**src/rtl/dmem_arbiter.sv**
```systemverilog
// Purpose: round-robin arbiter for the 256x16 data memory, shared by the CPU port and the HOST port.
// Latency: grant and memory fields are registered one edge after the request; read data arrives one cycle after the grant.
// Backpressure: a requester that loses holds Req/Addr/Wr/WData. HOST lock is bounded, so CPU waits at most MAX_LOCK+1 cycles.
module dmem_arbiter #(
   parameter int ADDR_W   = 8,
   parameter int DATA_W   = 16,
   parameter int MAX_LOCK = 4
) (
   input  logic              Clk,
   input  logic              Reset,
   input  logic              CpuReq,
   input  logic              CpuWr,
   input  logic [ADDR_W-1:0] CpuAddr,
   input  logic [DATA_W-1:0] CpuWData,
   output logic              CpuGnt,
   output logic              CpuRValid,
   input  logic              HostReq,
   input  logic              HostWr,
   input  logic              HostLock,
   input  logic [ADDR_W-1:0] HostAddr,
   input  logic [DATA_W-1:0] HostWData,
   output logic              HostGnt,
   output logic              HostRValid,
   output logic [DATA_W-1:0] RData,
   output logic [ADDR_W-1:0] D_addr,
   output logic              D_wr,
   output logic [DATA_W-1:0] D_wdata,
   input  logic [DATA_W-1:0] D_rdata,
   output logic [1:0]        ArbState
);

   localparam int LOCK_W = $clog2(MAX_LOCK + 1);
   localparam logic [LOCK_W-1:0] LOCK_MAX = LOCK_W'(MAX_LOCK);

   typedef enum logic [1:0] {
      ST_IDLE = 2'b00,
      ST_CPU  = 2'b01,
      ST_HOST = 2'b10
   } arb_state_t;

   arb_state_t        state_q, state_d;
   logic              last_host_q, last_host_d;
   logic [LOCK_W-1:0] lock_cnt_q, lock_cnt_d;
   logic              cpu_rvalid_q, host_rvalid_q;

   // Choose the next owner, and update the round-robin pointer and the host lock counter.
   always_comb begin
      state_d     = ST_IDLE;
      last_host_d = last_host_q;
      lock_cnt_d  = '0;

      if (CpuReq && HostReq) begin
         // The host keeps ownership only while it is already the owner and its lock budget is not used up.
         if (state_q == ST_HOST && HostLock && lock_cnt_q < LOCK_MAX)
            state_d = ST_HOST;
         else if (last_host_q)
            state_d = ST_CPU;
         else
            state_d = ST_HOST;
      end else if (CpuReq) begin
         state_d = ST_CPU;
      end else if (HostReq) begin
         state_d = ST_HOST;
      end

      // The pointer survives IDLE cycles, so fairness carries across gaps in traffic.
      if (state_d == ST_HOST)
         last_host_d = 1'b1;
      else if (state_d == ST_CPU)
         last_host_d = 1'b0;

      if (state_d == ST_HOST && HostLock) begin
         if (state_q != ST_HOST)
            lock_cnt_d = LOCK_W'(1);
         else if (lock_cnt_q >= LOCK_MAX)
            lock_cnt_d = LOCK_MAX;
         else
            lock_cnt_d = lock_cnt_q + 1'b1;
      end
   end

   // Arbitration state. After reset the pointer says HOST, so the CPU wins the first tie.
   always_ff @(posedge Clk or negedge Reset) begin
      if (!Reset) begin
         state_q     <= ST_IDLE;
         last_host_q <= 1'b1;
         lock_cnt_q  <= '0;
      end else begin
         state_q     <= state_d;
         last_host_q <= last_host_d;
         lock_cnt_q  <= lock_cnt_d;
      end
   end

   // Register the winner's access. Address and data hold while idle; the write enable is dropped.
   always_ff @(posedge Clk or negedge Reset) begin
      if (!Reset) begin
         D_addr  <= '0;
         D_wr    <= 1'b0;
         D_wdata <= '0;
      end else begin
         case (state_d)
            ST_CPU: begin
               D_addr  <= CpuAddr;
               D_wr    <= CpuWr;
               D_wdata <= CpuWData;
            end
            ST_HOST: begin
               D_addr  <= HostAddr;
               D_wr    <= HostWr;
               D_wdata <= HostWData;
            end
            default: D_wr <= 1'b0;
         endcase
      end
   end

   // Flag read data to the port that issued a read in the previous cycle. Reset kills any read in flight.
   always_ff @(posedge Clk or negedge Reset) begin
      if (!Reset) begin
         cpu_rvalid_q  <= 1'b0;
         host_rvalid_q <= 1'b0;
      end else begin
         cpu_rvalid_q  <= (state_q == ST_CPU)  && !D_wr;
         host_rvalid_q <= (state_q == ST_HOST) && !D_wr;
      end
   end

   assign CpuGnt     = (state_q == ST_CPU);
   assign HostGnt    = (state_q == ST_HOST);
   assign CpuRValid  = cpu_rvalid_q;
   assign HostRValid = host_rvalid_q;
   assign RData      = D_rdata;
   assign ArbState   = state_q;

endmodule

```
**config.mk**
```make
export PLATFORM = sky130hd
export DESIGN_NAME = dmem_arbiter
export DESIGN_NICKNAME = d
export VERILOG_FILES = /design/src/rtl/dmem_arbiter.sv
export SDC_FILE = /design/constraint.sdc
export NUM_CORES = 1
export LEC_CHECK = 0
export CORE_MARGIN = 5
export CORE_UTILIZATION = 38
export CTS_CLUSTER_DIAMETER = 200
export CTS_CLUSTER_SIZE = 10
export DETAILED_ROUTE_END_ITERATION = 8
export HOLD_SLACK_MARGIN = 0.12
export MAX_ROUTING_LAYER = met4
export PLACE_DENSITY_LB_ADDON = 0.25
export SLEW_MARGIN = 20
export SYNTH_ARGS = -nofsm -noshare
export SYNTH_HDL_FRONTEND = slang
export SYNTH_SLANG_ARGS = --single-unit
```
**constraint.sdc**
```tcl
create_clock -name Clk -period 5.26 [get_ports Clk]
set_input_delay 0.789 -clock Clk [delete_from_list [all_inputs] [get_ports Clk]]
set_output_delay 0.789 -clock Clk [all_outputs]
set_load 0.005 [all_outputs]
```
== Word level (Yosys, flattened, before mapping) ==
Index checks and enable logic that the tools add are counted.
Storage, ports and cells
  RAM bits: 0
  bits in latches: 0
  register bits: 33
  logic and storage cells: 37
  bits in read-only memories: 0
  input bits: 71
  memories: 0
  output and inout bits: 47
Cells by class
  $add $sub $neg: 1
  shift-type cells: 0
  magnitude comparators: 2
  reductions and logical operators: 8
  equal/unequal tests: 5
  mux-type cells: 13
  bitwise logic cells: 0
  multipliers: 0
  divide/modulo/power cells: 0
Operator list (number)
  $pmux W16 S2: 1
  $pmux W8 S2: 1
  $mux W2: 5
  $mux W3: 3
  $logic_and A1 B1 Y1: 6
  $eq A2 B1 Y1 const B: 2
  $eq A2 B2 Y1 const B: 2
  $add A3 B1 Y3 const B: 1
  $ge A3 B3 Y1 const B: 1
  $lt A3 B3 Y1 const B: 1
  $mux W1: 2
  $ne A2 B2 Y1 const B: 1
  $pmux W1 S2: 1
  $reduce_bool A2 Y1: 1
  $logic_not A1 Y1: 1

== Logic depth before layout (Yosys ltp) ==
Gate-level depths: netlist of the first run.
  word-level depth: 8
  depth in mapped cells: 7
  mapped depth without buffers: 5

== Worst setup path after synthesis of the first run ==
OpenSTA, ideal clock, no wires.
  path kind: input-to-reg
  from: input port HostLock
  to: register last_host_q
  required time: 5.178 ns
  path slack: 3.151 ns
  buffers on the path: 1
  setup time: 0.082 ns
  stages on the path: 5
  arrival time: 2.026 ns
  cell sequence: nand4bb_1 > a31o_2 > ha_1 > buf_2 > mux2_2
Between the ends
  word-level cells in the longest chain between the ends: 6
  elaborated cells on any way between the ends: 8
  classes of those cells: 2 x eq/ne; 3 x mux; 3 x reduce/logical
RTL lines
  from (decl): RTL line 19  | input logic HostLock,
  $logic_and A1 B1 Y1 (*) (2 in series): RTL line 54  | if (state_q == ST_HOST && HostLock && lock_cnt_q < LOCK_MAX)
  $mux W2 (*): RTL line 54
  $mux W2 (*): RTL line 52  | if (CpuReq && HostReq) begin
  $eq A2 B2 Y1 or $eq A2 B1 Y1 (tied branches): RTL line 67, 69
  $mux W1 or $reduce_bool A2 Y1 (tied branches)
  to (signal assigned): RTL line 90  | last_host_q <= last_host_d;
  to (decl): RTL line 42  | logic last_host_q, last_host_d;
Every way passes the cells marked *; elsewhere a longest branch is shown, timed or not.
A chain may end at the register's enable or synchronous reset.

== Worst setup path in the final report of the first run ==
  from: input port HostLock
  to: register D_addr[0]
Between the ends
  word-level cells in the longest chain between the ends: 6
  elaborated cells on any way between the ends: 8
  classes of those cells: 2 x eq/ne; 3 x mux; 3 x reduce/logical
RTL lines
  $logic_and A1 B1 Y1 (*) (2 in series): RTL line 54
  $mux W2 (*): RTL line 54
  $mux W2 (*): RTL line 52
  via state_d[1]: RTL line 41  | arb_state_t state_q, state_d;
  $eq A2 B2 Y1 or $eq A2 B1 Y1 (tied branches): RTL line 102  | case (state_d)
  $pmux W8 S2 or $reduce_bool A2 Y1 (tied branches)
  to (signal assigned): RTL line 104  | D_addr <= CpuAddr;
  to (signal assigned): RTL line 109  | D_addr <= HostAddr;
  to (decl): RTL line 25  | output logic [ADDR_W-1:0] D_addr,
The timed path passes the listed nets; every way through them passes the cells marked *.

==> impl_metrics.csv, run 1 <==
group,metric,value,unit
routing,drc_errors,0,
routing,avgRoutedWirePerCell,14.4,um
critical_path,crit_fanout,14,
sta,max_freq,333,MHz
critical_path,crit_required,5410,ps
cts,root_buffer,"clkbuf_8",
finish,drive_gt1_share,7.46,%
logic_synthesis,yosysUniqueCellTypes,29,
finish,syn_to_final_growth,49.6,%
critical_path,path_cells,"clkdlybuf4s50_1 -> nand4bb_1 -> a31oi_1 -> ha_1 -> buf_4 -> mux2i_1 -> o21ai_1",
sta,rsz0062_at_grt,"no",
finish,num-fill-cells,392,
cts,clk_pin_slew_worst_paths,60,ps
critical_path,end_kind,"flop",
place,port_buffers,85,
global_routing,grt-ovfl-total,0,
logic_synthesis,synth_edf_count,0,
status,status,"complete, no violations",
cts,h-tree-depth,2,
logic_synthesis,ys_seq_elements,33,
logic_synthesis,synthCells,157,
routing,viasPerCell,4.73,
place,dp_hpwl,3130,um
critical_path,path_delay_family,"buffers and inverters",
critical_path,reg2regPathDepth,6,
logic_synthesis,synthTopCellsByCount,"32 x dfrtp_1, 24 x mux2i_1, 24 x nand2_1",
critical_path,r2r_end,"D_addr[0]",
cts,cts_tree,"done",
critical_path,reg2reg_setup_slack,2780,ps
logic_synthesis,seq_area_frac_synth,49.2,%
global_routing,grt_pass1_wl,6460,um
critical_path,timing.rr.start,"lock_cnt_q[2]",
logic_synthesis,synth_area_per_cell,10.7,um^2
logic_synthesis,netlist_area,0.00168,mm^2
routing,drt_iter0_markers,60,
finish,stdcell_area,0.00251,mm^2
sta,finalHoldViolCount,0,
place,place.gp.congestion,0.731,
hold_path,hold_path_class,"reg -> reg",
sta,worst_pin_slew,740,ps
logic_synthesis,yosysTopAreaCell,"dfrtp_1",
routing,dr.pass1.iters,4,
sta,max_slew_margin,50.7,%
sta,finalSetupTns,0,ps
logic_synthesis,yosysMostFrequentCell,"dfrtp_1",
cts,cts-buffers-inserted,5,
floorplanning,core,0.00432,mm^2
sta,finalCriticalPeriod,3000,ps
sta,period_share,57.0,%
cts,postCtsSetupBuffers,0,
logic_synthesis,synth_top_area_share,47.7,%
floorplanning,die_w,76.5,um
finish,ff_latch_area,827,um^2
global_routing,antenna_found_initial,0,
global_routing,grt_max_degree,34,
cts,clk_latency,280,ps
sta,setup_violations,0,
critical_path,critical-path-max-stage-delay,680,ps
critical_path,crit_path_end,"D_addr[0]",
critical_path,crit_type,"in -> reg",
floorplanning,dieArea,0.00585,mm^2
power,peakVddDrop,0.195,mV
critical_path,crit_arrival,3150,ps
sta,fin_skew,3.66,ps
floorplanning,rows,24,
place,post_dp_cell_area,0.00243,mm^2
critical_path,cp_num_cells,7,
finish,multi_input_area,643,um^2
critical_path,path_buf_inv,2,
critical_path,worstSetupStartpointType,"primary input",
run,max_cap_viol_count,0,
logic_synthesis,yosys_warnings,0,
routing,ant_nets,0,
finish,fin_nets,303,
cts,cts_hold_buf,0,
global_routing,grt_pass1_vias,1354,
floorplanning,io_pins,118,
logic_synthesis,synth_flop_cell,"dfrtp_1",
place,place_ws,1970,ps
cts,post_cts_resized,0,
power,p_leak,1.08,nW
logic_synthesis,syn_nets,232,
sta,worst_slack,2260,ps
critical_path,critPathLaunch,"HostLock",
routing,routed_wl,4020,um
cts,clock_sink_count,33,
finish,antenna_cells,0,
sta,slew_violations,0,
hold_path,hold_depth,1,
routing,num_vias,1323,
floorplanning,start_util,38.9,%
power,powerDensity,420,mW/mm^2
global_routing,grtUsageTotal,14.2,%
critical_path,crit_slowest_cell,"ha_1",
logic_synthesis,async_flop_share,100,%
finish,fin_util,58.1,%
logic_synthesis,synth_area_leaders,"dfrtp_1 48%, mux2i_1 14%, buf_4 7.1%, nand2_1 5.4%, o21ai_1 4.8%",
floorplanning,chipHeight,76.5,um
cts,clockBufferDepth,2,
## layout by cell type, fill, tap and decap left out, types with 2 or more instances in the layout
cell type        count
buf_4                3
nand2b_1             2
o21ai_1             16
mux2i_1             24
ha_1                 4
nand2_1             24
dfrtp_1             32
nor2_1               3
nor2b_1              2
clkdlybuf4s50_1     85
inv_1                5
clkbuf_8             6
o21ai_0              7
## flip-flops by register name, summed over array words and instances, names as in the netlist
name,count
D_wdata,16
lock_cnt_q,3
ArbState,2
D_wr,1
CpuRValid,1
HostRValid,1
D_addr,8
last_host_q,1
## stage by stage
step,power (W),hold slack [ps],std cells
6_report,0.00106,449,280
5_1_grt,0.00113,459,280
4_1_cts,0.00107,451,280
3_5_place_dp,0.000880,441,273
3_3_place_gp,0.000873,452,273
2_1_floorplan,0.000612,447,157
## layout make-up
| class | instances | share of cell area [%] |
|---|---|---|
| Clock buffer | 7 | 3.43 |
| Inverter | 5 | 0.747 |
| Sequential cell | 33 | 32.9 |
| Multi-Input combinational cell | 95 | 25.6 |
| Tap cell | 52 | 2.59 |
| Timing Repair Buffer | 88 | 34.7 |
## power breakdown
group          total, W  internal [W]  switching (W)
combinational  0.000454      0.000279       0.000174
sequential     0.000414      0.000357      0.0000569
clock          0.000188      0.000104      0.0000839
## worst register-to-register path: cells and delay by family (launching register included)
| kind | cells | cell delay, ps |
|---|---|---|
| and+or+nand+nor | 1 | 280 |
| adders and majority gates | 1 | 680 |
| DFF | 1 | 410 |
| buffers and inverters | 1 | 390 |
| muxes | 1 | 230 |
| AOI/OAI and AO/OA | 2 | 360 |
## layer usage
metal	up-vias	part of all wire (%)	wire [um]	global-route usage, %
li1	653	-	-	-
met1	596	43	1720	16.2
met2	72	47	1880	22.1
met3	2	9.9	396	6.74
met4	0	0.57	23	4.20
met5	-	0	0	-
## cells by family (layout without fill, tap and decap cells)
logic type,count (synthesis),after routing,share of synthesized area (%)
adders and majority gates,4,4,2.98
DFF,33,33,49.2
and+or+nand+nor,36,36,10.3
muxes,25,25,15.0
buffers and inverters,29,100,12.5
AOI/OAI and AO/OA,30,30,10.1
## worst min path at each step
stage	to	startpoint
after CTS	CpuRValid	D_wr
after global routing	CpuRValid	D_wr
after detailed placement	CpuRValid	D_wr
after floorplan	CpuRValid	D_wr
final	CpuRValid	D_wr
after global placement	CpuRValid	D_wr
Note: power is estimated with default switching activity, not from simulation.
==> inputs of run 2 (changes only) <==
CORE_UTILIZATION = 35   (was 38)
clock period = 2.98 ns   (was 5.26 ns; I/O delays follow)
==> run 2 against run 1 <==
Worst setup slack got worse by 1500 ps. First-iteration DRC count fell by 8.3%. Global-route usage fell by 0.80 points. Wire length fell by 1.1%. Register-to-register slack got worse by 1900 ps. Sequential share of layout area fell by 0.20 points. Combinational power rose by 78%. Sequential power rose by 77%. Power rose by 76%. Clock power rose by 66%. Cell count rose by 1.8%. Critical path type unchanged. Largest power group unchanged.
==> impl_metrics.csv, run 2 (same netlist as run 1, synthesis figures left out) <==
group,metric,value,unit
finish,reg_top3,"D_wdata (16), D_addr (8), lock_cnt_q (3)",
finish,largest_reg_flops,16,
routing,num_vias,1312,
critical_path,path_delay_family,"buffers and inverters",
cts,clockBufferDepth,2,
finish,num-fill-cells,439,
routing,avgRoutedWirePerCell,13.9,um
cts,postCtsSetupBuffers,0,
finish,drive_gt1_share,8.66,%
critical_path,crit_type,"in -> reg",
critical_path,path_cells,"clkdlybuf4s50_1 -> nand4bb_1 -> a31o_2 -> ha_1 -> buf_4 -> o21ai_1",
power,power_frac_clock,16.9,%
place,place.gp.congestion,0.726,
routing,viasPerCell,4.60,
power,seqPwrFrac,39.5,%
sta,setup_violations,0,
sta,finalSetupTns,0,ps
power,powerDensity,733,mW/mm^2
sta,finalCriticalPeriod,2250,ps
status,status,"complete, no violations",
cts,clock_sink_count,33,
global_routing,grt-busiest-layer,"met2",
finish,syn_to_final_growth,50.5,%
global_routing,grt-ovfl-total,0,
sta,max_slew_margin,72.2,%
floorplanning,dieArea,0.00629,mm^2
hold_path,hold_path_class,"reg -> reg",
global_routing,grt_pass1_vias,1357,
critical_path,crit_required,3140,ps
cts,cts-buffers-inserted,5,
global_routing,antenna_found_initial,0,
sta,slew_violations,0,
critical_path,end_kind,"flop",
global_routing,grtUsageTotal,13.4,%
power,sw_frac_of_total,30.2,%
cts,h-tree-depth,2,
global_routing,met3_usage,4.65,%
routing,routed_wl,3970,um
cts,cts_tree,"done",
critical_path,r2r_end,"D_wdata[2]",
finish,fin_nets,305,
critical_path,critical-path-max-stage-delay,510,ps
finish,layout_commonest_cell,"clkdlybuf4s50_1",
finish,stdcell_area,0.00253,mm^2
run,max_cap_viol_count,0,
global_routing,grt_pass1_wl,6420,um
sta,max_freq,444,MHz
floorplanning,start_util,35.8,%
sta,fin_skew,7.61,ps
place,numPlacedInstances,277,
place,post_dp_cell_area,0.00245,mm^2
routing,dr.pass1.iters,4,
critical_path,reg2reg_setup_slack,920,ps
power,switchingPower,0.000559,W
critical_path,path_buf_inv,2,
hold_path,hold_depth,1,
place,port_buffers,85,
critical_path,reg2regPathDepth,5,
routing,drt_iter0_markers,55,
finish,top_register,"D_wdata",
critical_path,timing.rr.start,"lock_cnt_q[2]",
critical_path,crit_arrival,2410,ps
critical_path,crit_path_end,"D_wdata[2]",
floorplanning,core,0.00469,mm^2
critical_path,crit_slowest_cell,"ha_1",
cts,clk_pin_slew_worst_paths,70,ps
power,combPwrFrac,43.6,%
power,p_int,0.00129,W
critical_path,critPathLaunch,"HostLock",
cts,clk_latency,280,ps
sta,worst_pin_slew,418,ps
finish,antenna_cells,0,
global_routing,grt_max_degree,34,
critical_path,worstSetupStartpointType,"primary input",
cts,root_buffer,"clkbuf_8",
cts,cts_hold_buf,0,
floorplanning,die_w,79.3,um
global_routing,use_met1,15.0,%
routing,ant_nets,0,
place,dp_hpwl,3140,um
floorplanning,chipHeight,79.3,um
routing,drc_errors,0,
critical_path,cp_num_cells,6,
sta,finalHoldViolCount,0,
sta,rsz0062_at_grt,"no",
cts,post_cts_resized,0,
power,p_leak,1.08,nW
global_routing,met2_usage,22.0,%
floorplanning,rows,25,
finish,final_cells,285,
floorplanning,io_pins,118,
critical_path,crit_fanout,25,
finish,ff_latch_area,827,um^2
finish,final_cell_mix,"85 x clkdlybuf4s50_1, 32 x dfrtp_1, 24 x mux2i_1, 24 x nand2_1, 16 x o21ai_1",
finish,multi_input_area,646,um^2
power,peakVddDrop,0.343,mV
sta,period_share,75.6,%
[run 2: cell types whose count changed in the layout (fill, tap and decap cells not counted)]
cell / change
ha_1: -1
clkinv_2: +1
buf_4: +2
clkbuf_1: +1
ha_2: +1
clkbuf_8: -1
[run 2: worst register-to-register path: cells and delay by family (launching register included)]
kind / cells / cell delay, ps
adder cells (fa/ha/maj): 1 / 510
AO/OA/AOI/OAI: 2 / 420
flip-flops: 1 / 410
buffers and inverters: 1 / 330
AND/OR/NAND/NOR: 1 / 280
[run 2: worst min path at each step]
stage	end	startpoint
after floorplan	ArbState[0]	Reset
after global placement	HostRValid	D_wr
after detailed placement	CpuRValid	D_wr
after CTS	CpuRValid	D_wr
after global routing	CpuRValid	D_wr
final	CpuRValid	D_wr
[run 2: stage by stage]
stage	power (W)	setup WS, ps	util (%)	hold slack [ps]
6_report	0.00185	727	53.9	447
5_1_grt	0.00200	512	53.9	495
4_1_cts	0.00189	715	53.9	452
3_5_place_dp	0.00156	427	52.2	444
3_3_place_gp	0.00155	496	52.2	438
2_1_floorplan	0.00108	1180	-	151
[run 2: layout make-up]
type	instances	share of cell area, %
multi-input cells	95	25.5
repair buffers	90	35.1
clock buffers	7	3.02
clock inverters	1	0.198
inverters	5	0.742
flip-flops and latches	33	32.7
well taps	54	2.67
[run 2: routing by layer]
metal	vias to the layer above	wire length, um
met5	-	0
met4	0	26
met3	6	384
met2	58	2020
met1	591	1540
li1	657	-
[run 2: power by group through the flow]
| stage | Combinational, W | Sequential [W] | Clock, W |
|---|---|---|---|
| 6_report | 0.000807 | 0.000732 | 0.000313 |
| 5_1_grt | 0.000885 | 0.000759 | 0.000351 |
| 4_1_cts | 0.000829 | 0.000733 | 0.000326 |
| 3_5_place_dp | 0.000828 | 0.000733 | 0 |
| 3_3_place_gp | 0.000820 | 0.000732 | 0 |
| 2_1_floorplan | 0.000336 | 0.000744 | 0 |
